## src/rtl/snes_usb_pkg.sv

```systemverilog
// Shared types and constants for the SNES B-bus to FT245 USB FIFO bridge.
package snes_usb_pkg;

  typedef enum logic [2:0] {
    StIdle,
    StRdPulse,
    StWrSetup,
    StWrPulse,
    StWrHold,
    StRecover
  } usb_state_e;

  localparam logic [7:0] ADDR_STATUS = 8'hFE;
  localparam logic [7:0] ADDR_DATA   = 8'hFF;

  localparam int unsigned RXV = 7;
  localparam int unsigned TXR = 6;
  localparam int unsigned ONE = 5;

  function automatic int unsigned max3(input int unsigned a, input int unsigned b,
                                       input int unsigned c);
    int unsigned m;
    m = (a > b) ? a : b;
    return (m > c) ? m : c;
  endfunction

endpackage

```

## src/rtl/snes_strobe_sync.sv

```systemverilog
// Synchronizes the B-bus read/write strobes, keeps addr/data aligned with them,
// and produces single-cycle rising-edge pulses. Requires STAGES >= 2.
module snes_strobe_sync #(
  parameter int unsigned STAGES = 2
) (
  input  logic       clk,
  input  logic       rst_n,
  input  logic       rd_n,
  input  logic       wr_n,
  input  logic [7:0] addr,
  input  logic [7:0] data,
  output logic       rd_rise,
  output logic       wr_rise,
  output logic [7:0] addr_sync,
  output logic [7:0] data_sync
);

  logic [STAGES-1:0]      rd_q, wr_q;
  logic                   rd_prev_q, wr_prev_q;
  logic [STAGES-1:0][7:0] addr_q, data_q;

  always_ff @(posedge clk or negedge rst_n) begin
    if (!rst_n) begin
      rd_q      <= '1;
      wr_q      <= '1;
      rd_prev_q <= 1'b1;
      wr_prev_q <= 1'b1;
      addr_q    <= '0;
      data_q    <= '0;
    end else begin
      rd_q      <= {rd_q[STAGES-2:0], rd_n};
      wr_q      <= {wr_q[STAGES-2:0], wr_n};
      addr_q    <= {addr_q[STAGES-2:0], addr};
      data_q    <= {data_q[STAGES-2:0], data};
      rd_prev_q <= rd_q[STAGES-1];
      wr_prev_q <= wr_q[STAGES-1];
    end
  end

  assign rd_rise   = rd_q[STAGES-1] & ~rd_prev_q;
  assign wr_rise   = wr_q[STAGES-1] & ~wr_prev_q;
  assign addr_sync = addr_q[STAGES-1];
  assign data_sync = data_q[STAGES-1];

endmodule

```

## src/rtl/snes_usb_bridge.sv

```systemverilog
// SNES $21FE/$21FF to FT245 USB FIFO bridge with one-byte RX and TX buffers
// and full ownership of the FT245 strobe timing.
module snes_usb_bridge
  import snes_usb_pkg::*;
#(
  parameter int unsigned RD_PULSE    = 3,
  parameter int unsigned WR_PULSE    = 2,
  parameter int unsigned RECOVER     = 2,
  parameter int unsigned SYNC_STAGES = 2
) (
  input  logic       clk,
  input  logic       rst_n,
  input  logic [7:0] addr,
  input  logic [7:0] snes_d_in,
  output logic [7:0] snes_d_out,
  output logic       snes_d_oe,
  input  logic       PARD_n,
  input  logic       PAWR_n,
  input  logic       usb_en,
  input  logic       usb_rxf_n,
  input  logic       usb_txe_n,
  output logic       usb_rd_n,
  output logic       usb_wr_n,
  input  logic [7:0] usb_d_in,
  output logic [7:0] usb_d_out,
  output logic       usb_d_oe,
  output logic       tx_overflow
);

  localparam int unsigned MaxCnt = max3(RD_PULSE, WR_PULSE, RECOVER);
  localparam int unsigned CntW   = $clog2(MaxCnt + 1);

  usb_state_e        state_q;
  logic [CntW-1:0]   cnt_q;
  logic              rx_valid_q, tx_full_q;
  logic [7:0]        rx_data_q, tx_data_q;
  logic [SYNC_STAGES-1:0] rxf_sync_q, txe_sync_q;
  logic              rd_rise, wr_rise;
  logic [7:0]        addr_s, data_s;
  logic              tx_ready;
  logic [7:0]        status;

  snes_strobe_sync #(
    .STAGES(SYNC_STAGES)
  ) u_strobe_sync (
    .clk      (clk),
    .rst_n    (rst_n),
    .rd_n     (PARD_n),
    .wr_n     (PAWR_n),
    .addr     (addr),
    .data     (snes_d_in),
    .rd_rise  (rd_rise),
    .wr_rise  (wr_rise),
    .addr_sync(addr_s),
    .data_sync(data_s)
  );

  always_ff @(posedge clk or negedge rst_n) begin
    if (!rst_n) begin
      rxf_sync_q <= '1;
      txe_sync_q <= '1;
    end else begin
      rxf_sync_q <= {rxf_sync_q[SYNC_STAGES-2:0], usb_rxf_n};
      txe_sync_q <= {txe_sync_q[SYNC_STAGES-2:0], usb_txe_n};
    end
  end

  // SNES read path is combinational from the raw pins so the data is valid within the strobe.
  always_comb begin
    tx_ready   = ~tx_full_q & usb_en;
    status     = '0;
    snes_d_oe  = 1'b0;
    snes_d_out = '0;
    if (usb_en) begin
      status[RXV] = rx_valid_q;
      status[TXR] = tx_ready;
      status[ONE] = 1'b1;
    end
    if (!PARD_n && addr == ADDR_STATUS) begin
      snes_d_oe  = 1'b1;
      snes_d_out = status;
    end else if (!PARD_n && addr == ADDR_DATA) begin
      snes_d_oe  = 1'b1;
      snes_d_out = rx_data_q;
    end
  end

  always_ff @(posedge clk or negedge rst_n) begin
    if (!rst_n) begin
      state_q     <= StIdle;
      cnt_q       <= '0;
      rx_valid_q  <= 1'b0;
      tx_full_q   <= 1'b0;
      rx_data_q   <= '0;
      tx_data_q   <= '0;
      tx_overflow <= 1'b0;
      usb_rd_n    <= 1'b1;
      usb_wr_n    <= 1'b1;
      usb_d_oe    <= 1'b0;
      usb_d_out   <= '0;
    end else begin
      unique case (state_q)
        StIdle: begin
          if (usb_en) begin
            if (tx_full_q && !txe_sync_q[SYNC_STAGES-1]) begin
              state_q   <= StWrSetup;
              usb_d_oe  <= 1'b1;
              usb_d_out <= tx_data_q;
            end else if (!rx_valid_q && !rxf_sync_q[SYNC_STAGES-1]) begin
              state_q  <= StRdPulse;
              usb_rd_n <= 1'b0;
              cnt_q    <= CntW'(RD_PULSE - 1);
            end
          end
        end
        StRdPulse: begin
          if (cnt_q == '0) begin
            rx_data_q  <= usb_d_in;
            rx_valid_q <= 1'b1;
            usb_rd_n   <= 1'b1;
            state_q    <= StRecover;
            cnt_q      <= CntW'(RECOVER - 1);
          end else begin
            cnt_q <= cnt_q - 1'b1;
          end
        end
        StWrSetup: begin
          usb_wr_n <= 1'b0;
          state_q  <= StWrPulse;
          cnt_q    <= CntW'(WR_PULSE - 1);
        end
        StWrPulse: begin
          if (cnt_q == '0) begin
            usb_wr_n <= 1'b1;
            state_q  <= StWrHold;
          end else begin
            cnt_q <= cnt_q - 1'b1;
          end
        end
        StWrHold: begin
          tx_full_q <= 1'b0;
          usb_d_oe  <= 1'b0;
          state_q   <= StRecover;
          cnt_q     <= CntW'(RECOVER - 1);
        end
        StRecover: begin
          if (cnt_q == '0) state_q <= StIdle;
          else             cnt_q   <= cnt_q - 1'b1;
        end
        default: state_q <= StIdle;
      endcase

      // SNES-side updates come last so a push in WR_HOLD overrides the clear.
      if (rd_rise && addr_s == ADDR_DATA && rx_valid_q) rx_valid_q <= 1'b0;
      if (rd_rise && addr_s == ADDR_STATUS) tx_overflow <= 1'b0;
      if (wr_rise && addr_s == ADDR_DATA) begin
        if (!tx_full_q || state_q == StWrHold) begin
          tx_data_q <= data_s;
          tx_full_q <= 1'b1;
        end else begin
          tx_overflow <= 1'b1;
        end
      end
    end
  end

endmodule

```

## config.mk

```make
export PLATFORM = sky130hd
export DESIGN_NAME = snes_usb_bridge
export DESIGN_NICKNAME = d
export VERILOG_FILES = /design/src/rtl/snes_usb_pkg.sv /design/src/rtl/snes_strobe_sync.sv /design/src/rtl/snes_usb_bridge.sv
export SDC_FILE = /design/constraint.sdc
export NUM_CORES = 1
export LEC_CHECK = 0
export ABC_AREA = 0
export CORE_MARGIN = 5
export CORE_UTILIZATION = 55
export CTS_CLUSTER_SIZE = 12
export DETAILED_ROUTE_END_ITERATION = 6
export PLACE_DENSITY = 0.83
export SYNTH_ARGS = -nofsm -noshare
export SYNTH_HDL_FRONTEND = slang
export SYNTH_HIERARCHICAL = 1
export SYNTH_SLANG_ARGS = --single-unit
export TNS_END_PERCENT = 20
```

## constraint.sdc

```tcl
create_clock -name clk -period 5.1 [get_ports clk]
set_input_delay 1.02 -clock clk [delete_from_list [all_inputs] [get_ports clk]]
set_output_delay 1.02 -clock clk [all_outputs]
set_load 0.01 [all_outputs]
```

==> results.txt, run 1 <==
The flow ran to the end, and the final reports show no timing, DRC or antenna violations. The final layout contains routed wiring with a total length of 4590 microns. Post-CTS repair changed the size of 0 cells. The number of setup buffers added after CTS is 0. Headroom to the max-slew limit came out at 40.2%. Timing would allow up to 268 MHz.

The number of core rows was 26; the initial DRC count was 67. The overall die height is 82.4 microns, and the DRC violation count after routing is 0. The count of TritonRoute iterations in the first routing pass is 4. The first global-routing pass estimated 7890 microns of wire.

The number of antenna violations at the first check in global routing was 0; the core region area was 5110 sq um. The global routing stage identified its most utilized layer as met2. For the final number of hold-violating endpoints, the log shows 0. Entering global routing, the biggest net connects 78 pins.

The ratio of total power to cell area is 415 nW/um^2. In the synthesized netlist the dominant register cell turns out to be dfrtp_1. Compared with the post-synthesis result, the final layout area differs by 24.2%. For this configuration, the core starts out at a cell density of 56.4%.

The worst setup margin came out at 1.37 ns. In the post-synthesis netlist, the biggest area contributors are dfrtp_1 (56%), dfstp_2 (11%), mux2_1 (6.3%). The peak ir drop on the vdd network is 0.245 mV, and the count of pins on the block boundary is 52. Port buffering added 51 buffers. The clock latency of the later-clocked register in the worst-skew pair was 0.34 ns. The number of nets with antenna violations after routing was 0; the post-synthesis area per instance was 14.6 sq um. The worst hold path begins at u_strobe_sync/data_q[2]$_DFF_PN0_.

Yosys printed 6 warnings. The number of nets in the synthesized netlist was 231; the share of the synthesized area in the top cell type was 56.4%. Async set or reset register ratio after synthesis: 100%.

After clock tree synthesis, the clock-pin slew on the worst setup and hold paths is 0.08 ns. For hold timing, the worst endpoint is u_strobe_sync/data_sync[2]$_DFF_PN0_. Synthesis instantiated 33 different standard cells from the library. The global-route met3 utilization was 4.77%.

In the final layout, flip-flops and latches occupy 1940 sq um. The leading area contributor after synthesis was dfrtp_1. The tools report the portion of the post-synthesis area used by sequential elements as 67.4%. The final number of setup-violating endpoints is 0. The max-slew violation count is 0. Routability-driven placement finished with a final weighted congestion of 0.812.

In this run, post-CTS hold repair placed 0 buffers. For the met2 track utilization from global routing, the log shows 25.4%. The post-placement setup slack was 1.35 ns; the leakage power was 1.59 nW. The sum of overflow across all layers after global routing is 0, and the hold-critical path depth is 0.

0 antenna diodes ended up in the layout. The die covers 6790 sq um. Detailed placement ended at an HPWL of 3160 microns.

The reg-to-reg endpoint was usb_d_out[1]$_DFFE_PN0P_. The fill cell total of the finished layout came out at 364. The width of the chip came out at 82.4 microns. The number of synthesized register bits works out to 77. The clock period minus worst slack came out at 3.73 ns. The routed layout has 1559 vias. In the global route stage, met1 resource usage came out at 20.1%. In the final layout, the multi-input gates occupy 781 sq um. The number of vias per cell is 4.95. After synthesis, the most frequently instantiated cells are dfrtp_1 (65), buf_4 (16), mux2_1 (16).

In this run the register-to-register setup slack is 3.06 ns. Number of enable flip-flop cells after synthesis: 0. The via count of the first global-routing pass is 1627, and the maximum buffer depth of the clock tree is 2. Synthesis produced 198 cells.

For the worst setup path, the data required time is 4.08 ns. The logs give 2.71 ns for the data arrival time of the worst path and 16.0% for the global-route total usage across every layer. Root buffer cell: clkbuf_8.

The logic depth of the worst register-to-register path is 3, and the worst-path maximum fanout is 6. For the TritonCTS buffer count, the log shows 9. Path class of the lowest-slack min-delay path: reg2reg. CTS saw 77 sinks. The cell area that synthesis handed to floorplanning was 2880 sq um. The transition time at the pin with the least slew margin is 0.897 ns, and the final setup TNS is 0 ns. Dividing the final minimum period by the clock period gives 73.2%. The H-tree was split into 3 levels.

The launch instance of the worst register-to-register path is state_q[1]$_DFFE_PN0P_. Net count reported at finish: 273. Cells fill 70.1% of the core in the end.

Across the routed clock network, the largest skew measured is 0.0101 ns. Startpoint type of the worst setup path: an input pin. Cells with a size suffix above 1 make up 18.4% of the layout. dfrtp_1 is the most common cell in the netlist. Across the run, the number of max-cap violations was 0. Setup repair after global routing left no endpoint under its margin. TritonCTS built the clock tree. Dividing the detail-routed wire length by the instance count gives 14.6 microns. The worst setup path is of the in2out kind. The tools report the element type at the critical path end as a primary output.
metrics by stage:
stage | total power [mW] | hold slack, ns | area, sq um | std cells
detailed placement | 0.961 | 0.335 | 3340 | 299
global route | 1.57 | 0.351 | 3580 | 315
CTS | 1.50 | 0.349 | 3580 | 315
global placement | 0.948 | 0.333 | 3340 | 299
finish | 1.48 | 0.347 | 3580 | 315
floorplan | 0.889 | 0.331 | 2880 | 198
cells in the final DEF, fill, tap and decap left out, types with 3 or more instances in the layout:
master and instances:
dfrtp_1 65, clkdlybuf4s50_1 50, mux2_1 16, dfstp_2 12, nand2_1 10, nor2_1 10, mux2_4 9, clkbuf_8 9
and3_1 7, a21oi_1 7, o21ai_0 7, inv_1 6, a31oi_1 4, nor2b_4 3, bufinv_16 3
flip-flops by register name (all words and copies together), names as in the netlist, 2 cells and up:
register	flops
usb_d_out	8
u_strobe_sync/rd_q	2
u_strobe_sync/addr_sync	8
state_q	3
rxf_sync_q	2
txe_sync_q	2
cnt_q	2
u_strobe_sync/addr_q	8
tx_data_q	8
rx_data_q	8
u_strobe_sync/data_sync	8
u_strobe_sync/data_q	8
u_strobe_sync/wr_q	2
cells by family after synthesis:
group / Yosys count / share of synthesized area, %
AND/OR/NAND/NOR: 41 / 8.81
AO/OA/AOI/OAI: 27 / 6.47
multiplexers: 25 / 10.9
flip-flops: 77 / 67.4
buffers and inverters: 26 / 5.51
adder cells (fa/ha/maj): 2 / 0.868
routing by layer:
metal | part of all wire (%) | vias up
met1 | 43 | 752
met5 | 0 | -
met3 | 6.3 | 7
met2 | 49 | 48
li1 | - | 752
met4 | 1.2 | 0
report_power, final:
part           leakage [nW]  internal, mW  switching (mW)  total, mW
sequential            0.920         0.683          0.0543      0.737
clock                 0.118         0.328           0.209      0.537
combinational         0.553         0.108           0.103      0.210
total                  1.59          1.12           0.366       1.48
critical path, stage by stage:
cell             delay, ns
clkdlybuf4s50_1       0.47
nand4_1               0.10
nor2_1                0.09
nand3b_1              0.16
inv_1                 0.16
and3_1                0.18
clkdlybuf4s50_1       0.53
worst max path at each step:
stage                    endpoint     from  cells after the start  slack [ns]
detailed placement  snes_d_out[1]  addr[7]                      7        1.35
CTS                 snes_d_out[1]  addr[7]                      7        1.34
finish              snes_d_out[1]  addr[7]                      7        1.37
global route        snes_d_out[1]  addr[6]                      7        1.20
floorplan           snes_d_out[0]  addr[6]                      5        2.39
global placement    snes_d_out[2]  addr[6]                      7        1.40
final cells by class:
type / count / area share (%)
Multi-Input combinational cell: 95 / 21.8
Timing Repair Buffer: 51 / 14.2
Inverter: 6 / 0.629
Sequential cell: 77 / 54.2
Clock buffer: 11 / 3.67
Clock inverter: 5 / 3.01
Tap cell: 70 / 2.45
Note: power is estimated with default switching activity, not from simulation.
==> run 2: changes to the inputs <==
- CORE_UTILIZATION: 55 -> 46
- PLACE_DENSITY: 0.83 -> 0.74
- clock period: 5.1 -> 3.3 ns (I/O delays scaled with it)
==> results.txt, run 2 (same netlist as run 1, synthesis figures left out) <==
For hold timing, the worst endpoint is u_strobe_sync/addr_sync[0]$_DFF_PN0_. Row generation in the floorplan step produced 28 rows. After detailed routing, the number of vias per cell comes to 4.97. The final number of setup-violating endpoints was 0; the number of nets with antenna violations after routing was 0.

The leading cell type in the layout, fill and taps excluded was dfrtp_1. The design draws 2.19 mW. For the setup slack of the worst register-to-register path, the log shows 1.24 ns. The tree built by TritonCTS fans out to 77 sinks. In the routed design, unresolved DRC markers number 0.

In this run the vertical extent of the chip is 89.1 microns. Compared with the post-synthesis result, the final layout area differs by 23.2%. In the final layout, the share of cells above drive strength 1 is 17.1%.

The first global-routing pass estimated 7720 microns of wire. In this run the static leakage power is 1.57 nW. The via count of the first global-routing pass is 1649. Cell type of the slowest stage on the worst timing path: clkdlybuf4s50_1. Clock-pin slew was measured on the worst setup and hold paths at 0.07 ns. Traced cell by cell, the critical path runs through clkdlybuf4s50_1 > nand4_1 > nor2_1 > nand3b_1 > inv_1 > and3_1 > clkdlybuf4s50_1.

The clock passes through at most 2 buffers. The clock period minus worst slack was 3.06 ns. Root buffer cell: clkbuf_8. The finished cells cover 3550 sq um. The final route contains 1591 vias.

The logs give 0 for the antenna cell count and 0 for the number of hold-repair buffers added at the cts stage. The tools report the final non-filler cell total as 320. The width of the chip came out at 89.1 microns. The max-slew violation count was 0; the ratio of total power to cell area was 617 nW/um^2.

The library cells used most frequently in the layout, excluding fill and tap cells, are dfrtp_1 (65), clkdlybuf4s50_1 (50), mux2_1 (16). Cell type group with the largest total delay on the critical path: buffers and inverters. Setup repair after global routing left no endpoint under its margin. The path class of the tightest hold or removal check is reg2reg. Static timing analysis puts the maximum clock frequency at 326 MHz.

Routed length per instance: 14.1 microns. The setup path with the least slack is of type in2out. For the pin with the worst max-slew slack, the measured transition is 0.901 ns.

Startpoint type of the worst setup path: an input pin. For the worst-skew pair, the clock arrives at the later sink with an insertion delay of 0.33 ns. The count of pins on the block boundary was 52.

The tools report the net count reported at finish as 273. The tools report the standard cell area after detailed placement as 3350 sq um. The die covers 7950 sq um. After detailed placement, the design holds a cell count of 304. Once detailed placement completed, the half-perimeter wirelength came to 3090 microns.

For the worst clock skew, the log shows 0.00680 ns. The critical path's largest stage delay is 0.54 ns, and the starting density of the core is 48.1%. The number of antenna violations at the first check in global routing is 0, and the level count of the clock H-tree is 3. The worst hold path was traced through 0 stages.

The number of clock buffers added by TritonCTS is 9. The logic depth of the worst register-to-register path was 3. In this run, the number of DRC markers left after iteration 0 of detailed routing was 73. Among the stages of the critical path, the cell type that occurs most often is clkdlybuf4s50_1. The worst-case IR drop observed on VDD is 0.367 mV.

The critical path contains buffers and inverters numbering 3 combined. The pin count of the biggest net entering global routing is 78, and the worst slew slack as a fraction of its limit is 40.0%. STA classifies the critical path endpoint as a primary output.

Buffers added to address setup during post-CTS repair amount to 0. The congestion estimate from routability-driven global placement came to 0.788. Buffers placed on the I/O ports in this run total 51. TritonCTS built the clock tree.

Global routing consumed, over all layers together, 12.9% of the routing resources. The count of TritonRoute iterations in the first routing pass was 4; the sum of overflow across all layers after global routing was 0. Reg-to-reg endpoint: usb_d_out[7]$_DFFE_PN0P_. The data arrival time of the worst path was 2.40 ns; the final number of hold-violating endpoints was 0.

The run finished with clean final reports. Summed over all layers, the routed wires come to 4510 microns. The worst-path maximum fanout came out at 6. The tools report the number of max-capacitance violations reported as 0. The core region is 5990 sq um. The worst endpoint required time came out at 2.64 ns. The worst hold path begins at u_strobe_sync/addr_q[0]$_DFF_PN0_.

The share of the cycle needed by the critical path after routing is 92.8%, and the final core utilization is 59.3%. Once the clock tree was built, the resizer swapped 0 gates to a different size. The launch instance of the worst register-to-register path is state_q[1]$_DFFE_PN0P_.

Final setup TNS: 0 ns.
## run 2: layout make-up
cell class | count | area [sq um]
fillers | 476 | 2440
flip-flops and latches | 77 | 1940
multi-input cells | 95 | 781
repair buffers | 51 | 508
clock buffers | 14 | 143
well taps | 75 | 93.8
clock inverters | 2 | 60.1
inverters | 6 | 22.5
## run 2: power breakdown
group / total, mW / switching [mW] / internal (mW)
Combinational: 0.321 / 0.155 / 0.165
Clock: 0.728 / 0.300 / 0.428
Sequential: 1.14 / 0.0843 / 1.06
## run 2: worst max path at each step
stage / end / slack, ns / cells past startpoint / start
finish: snes_d_out[4] / 0.24 / 7 / addr[5]
floorplan: snes_d_out[0] / 1.31 / 5 / addr[6]
CTS: snes_d_out[4] / 0.22 / 7 / addr[5]
global placement: snes_d_out[2] / 0.30 / 7 / addr[6]
global route: snes_d_out[4] / 0.14 / 7 / addr[5]
detailed placement: snes_d_out[4] / 0.23 / 7 / addr[5]
## run 2: metrics by stage
| stage | setup slack, ns | hold WS (ns) |
|---|---|---|
| finish | 0.236 | 0.349 |
| global route | 0.137 | 0.359 |
| CTS | 0.215 | 0.351 |
| detailed placement | 0.233 | 0.335 |
| global placement | 0.304 | 0.332 |
| floorplan | 1.31 | 0.331 |
## run 2: routing by layer
metal / routed length (microns) / global-route usage [%] / up-vias
met5: 0 / 0 / -
met4: 50 / 5.28 / 0
met3: 318 / 4.70 / 6
li1: - / - / 753
met1: 2040 / 16.9 / 785
met2: 2100 / 19.4 / 47
==> run 3: changes to the inputs <==
- GPL_TIMING_DRIVEN: unset -> 0
==> results.txt, run 3 (same netlist as run 1, synthesis figures left out) <==
In the final layout, flip-flops and latches occupy 1940 sq um. The area added between synthesis and finish was 29.6%. Leaving out fill and tap cells, the most frequent cell in the layout is dfrtp_1.

Based on the critical path, the design can be clocked at up to 320 MHz. The wire-length estimate of the detail-placed layout is 3230 microns. The run finished with clean final reports.

Setup repair after global routing left no endpoint under its margin. The core region area came out at 5990 sq um. The worst setup path is launched from an input pin. The number of core rows was 28; the starting density of the core was 48.1%.

The logs give 0 for the max-slew violation count and 0 for the final number of hold-violating endpoints. The number of vias per cell is 4.97. Cell type of the slowest stage on the worst timing path: clkdlybuf4s50_1. The standard cell area after detailed placement was 3510 sq um; the routed length per instance was 14.0 microns. The worst slew slack as a fraction of its limit is 56.6%.

Of all nets on the critical path, the largest fanout is 6. The run gives 1695 as the via total after detailed routing. Leaving out fill and tap cells, the most frequent cells in the layout are dfrtp_1 (65), clkdlybuf4s50_1 (50), buf_4 (17).

Data arrives at the worst endpoint at 2.47 ns. Dividing the final minimum period by the clock period gives 94.8%. The clock edge transition at the registers on the reported setup and hold paths is 0.08 ns, and the net count reported at finish is 294.

The first detailed-routing pass ran for 4 iterations. The number of antenna violations at the first check in global routing was 0. The clock tree synthesis step divided the H-tree into 3 levels. Walking the worst path, the cells encountered are clkdlybuf4s50_1 > nand4_1 > nor2_1 > nand3b_1 > inv_1 > and3_1 > clkdlybuf4s50_1. Setup violations remaining at the end of the flow were counted as 0. The post-route cell area was 3730 sq um; the ratio of total power to cell area was 607 nW/um^2. The proportion of layout cells with a drive suffix above 1 is 24.4%, and the number of resized instances in the post-cts repair step is 0. The routed wire length came out at 4790 microns. After global routing the overflow that remains totals 0. The via count of the first global-routing pass came out at 1745. The number of max-capacitance violations reported is 0. Routability-driven placement finished with a final weighted congestion of 0.784.

Critical path's largest stage delay: 0.56 ns. At the pin with the least slew margin, the transition time is 0.648 ns. The logs give 0.35 ns for the clock latency of the later-clocked register in the worst-skew pair and 2 for the maximum buffer depth of the clock tree. The first global-routing pass estimated 8160 microns of wire.

The number of hold-repair buffers added at the cts stage came out at 0. The most numerous cell type found on the critical path is clkdlybuf4s50_1. For the worst clock skew, the log shows 0.00844 ns. The full die area was 7950 sq um; the width of the chip was 89.1 microns. The smallest clock period supported by the final layout is computed as 3.13 ns. The peak ir drop on the vdd network is 0.373 mV, and the fill cell total of the finished layout is 456. In this run the worst hold path is classified as in2async. 0 antenna diodes ended up in the layout. The DRC violation count after routing is 0.

The floorplan step set the die height to 89.1 microns. The final non-filler cell total is 341, and the number of placed cells counting well taps is 325. The critical path is of the in2out type. In the final layout, the multi-input gates occupy 781 sq um. TritonCTS built the clock tree.

The element type at the critical path end is a primary output. For this design, the sink count on the clock tree is 77. The logs give 75 for the initial DRC count and 9 for the TritonCTS buffer count.

Worst endpoint required time: 2.64 ns. Once the clock tree was built, the setup fixing pass inserted 0 buffers. Root buffer cell: clkbuf_8. Global routing used 13.8% of the available tracks. 52 I/O pins were placed.

Hold timing on the final database bottoms out at a slack of 0.124 ns. The count of nets left with antenna violations once routing finished came out at 0. The count of buffers from port buffering works out to 51. The logs give 1.68 nW for the leakage power and 72 for the pin count of the biggest net entering global routing.
==> run 3: worst paths after layout <==
path | from | end | slack (ns) | depth (start not counted)
worst max-delay path | addr[7] | snes_d_out[3] | 0.17 | 7
worst min-delay path | rst_n | rx_data_q[1]$_DFFE_PN0P_ | 0.12 | 1
worst max register to register | u_strobe_sync/addr_sync[6]$_DFF_PN0_ | tx_data_q[4]$_DFFE_PN0P_ | 1.42 | 5
worst min register to register | u_strobe_sync/data_q[0]$_DFF_PN0_ | u_strobe_sync/data_sync[0]$_DFF_PN0_ | 0.35 | 0
max in group asynchronous | rst_n | usb_rd_n$_DFFE_PN1P_ | 2.61 | 2
min in group clk | u_strobe_sync/data_q[0]$_DFF_PN0_ | u_strobe_sync/data_sync[0]$_DFF_PN0_ | 0.35 | 0
==> run 3: metal layers <==
metal / wire length, microns / vias to the layer above / global-route usage, %
met4: 38 / 0 / 2.44
met2: 2240 / 54 / 21.1
met5: 0 / - / 0
li1: - / 791 / -
met3: 481 / 7 / 7.74
met1: 2030 / 843 / 17.7
==> run 3: critical path: cells and delay by family <==
kind          cells  cell delay [ns]
simple gates      4             0.58
buf+inv           3             1.23
==> run 3: through the flow <==
stage	power (mW)	utilization (%)	worst slack [ns]	TNS, ns
after floorplan	1.37	-	1.31	0
after global placement	1.48	58.2	-0.976	-64.66
after detailed placement	1.50	58.6	0.203	0
after CTS	2.29	62.3	0.150	0
after global routing	2.39	62.3	0.0278	0
final	2.27	62.3	0.171	0
==> run 3: area by class of cell <==
type / instances / area share, %
multi-input cells: 95 / 20.9
well taps: 75 / 2.51
clock buffers: 10 / 3.69
repair buffers: 52 / 14.3
flip-flops and latches: 77 / 52.0
clock inverters: 6 / 2.31
inverters: 6 / 0.603
plain buffers: 20 / 3.65
==> run 3: power by group <==
part / internal [mW] / switching [mW] / leakage [nW]
combinational: 0.183 / 0.179 / 0.652
sequential: 1.06 / 0.0643 / 0.920
clock: 0.445 / 0.339 / 0.112
total: 1.68 / 0.582 / 1.68
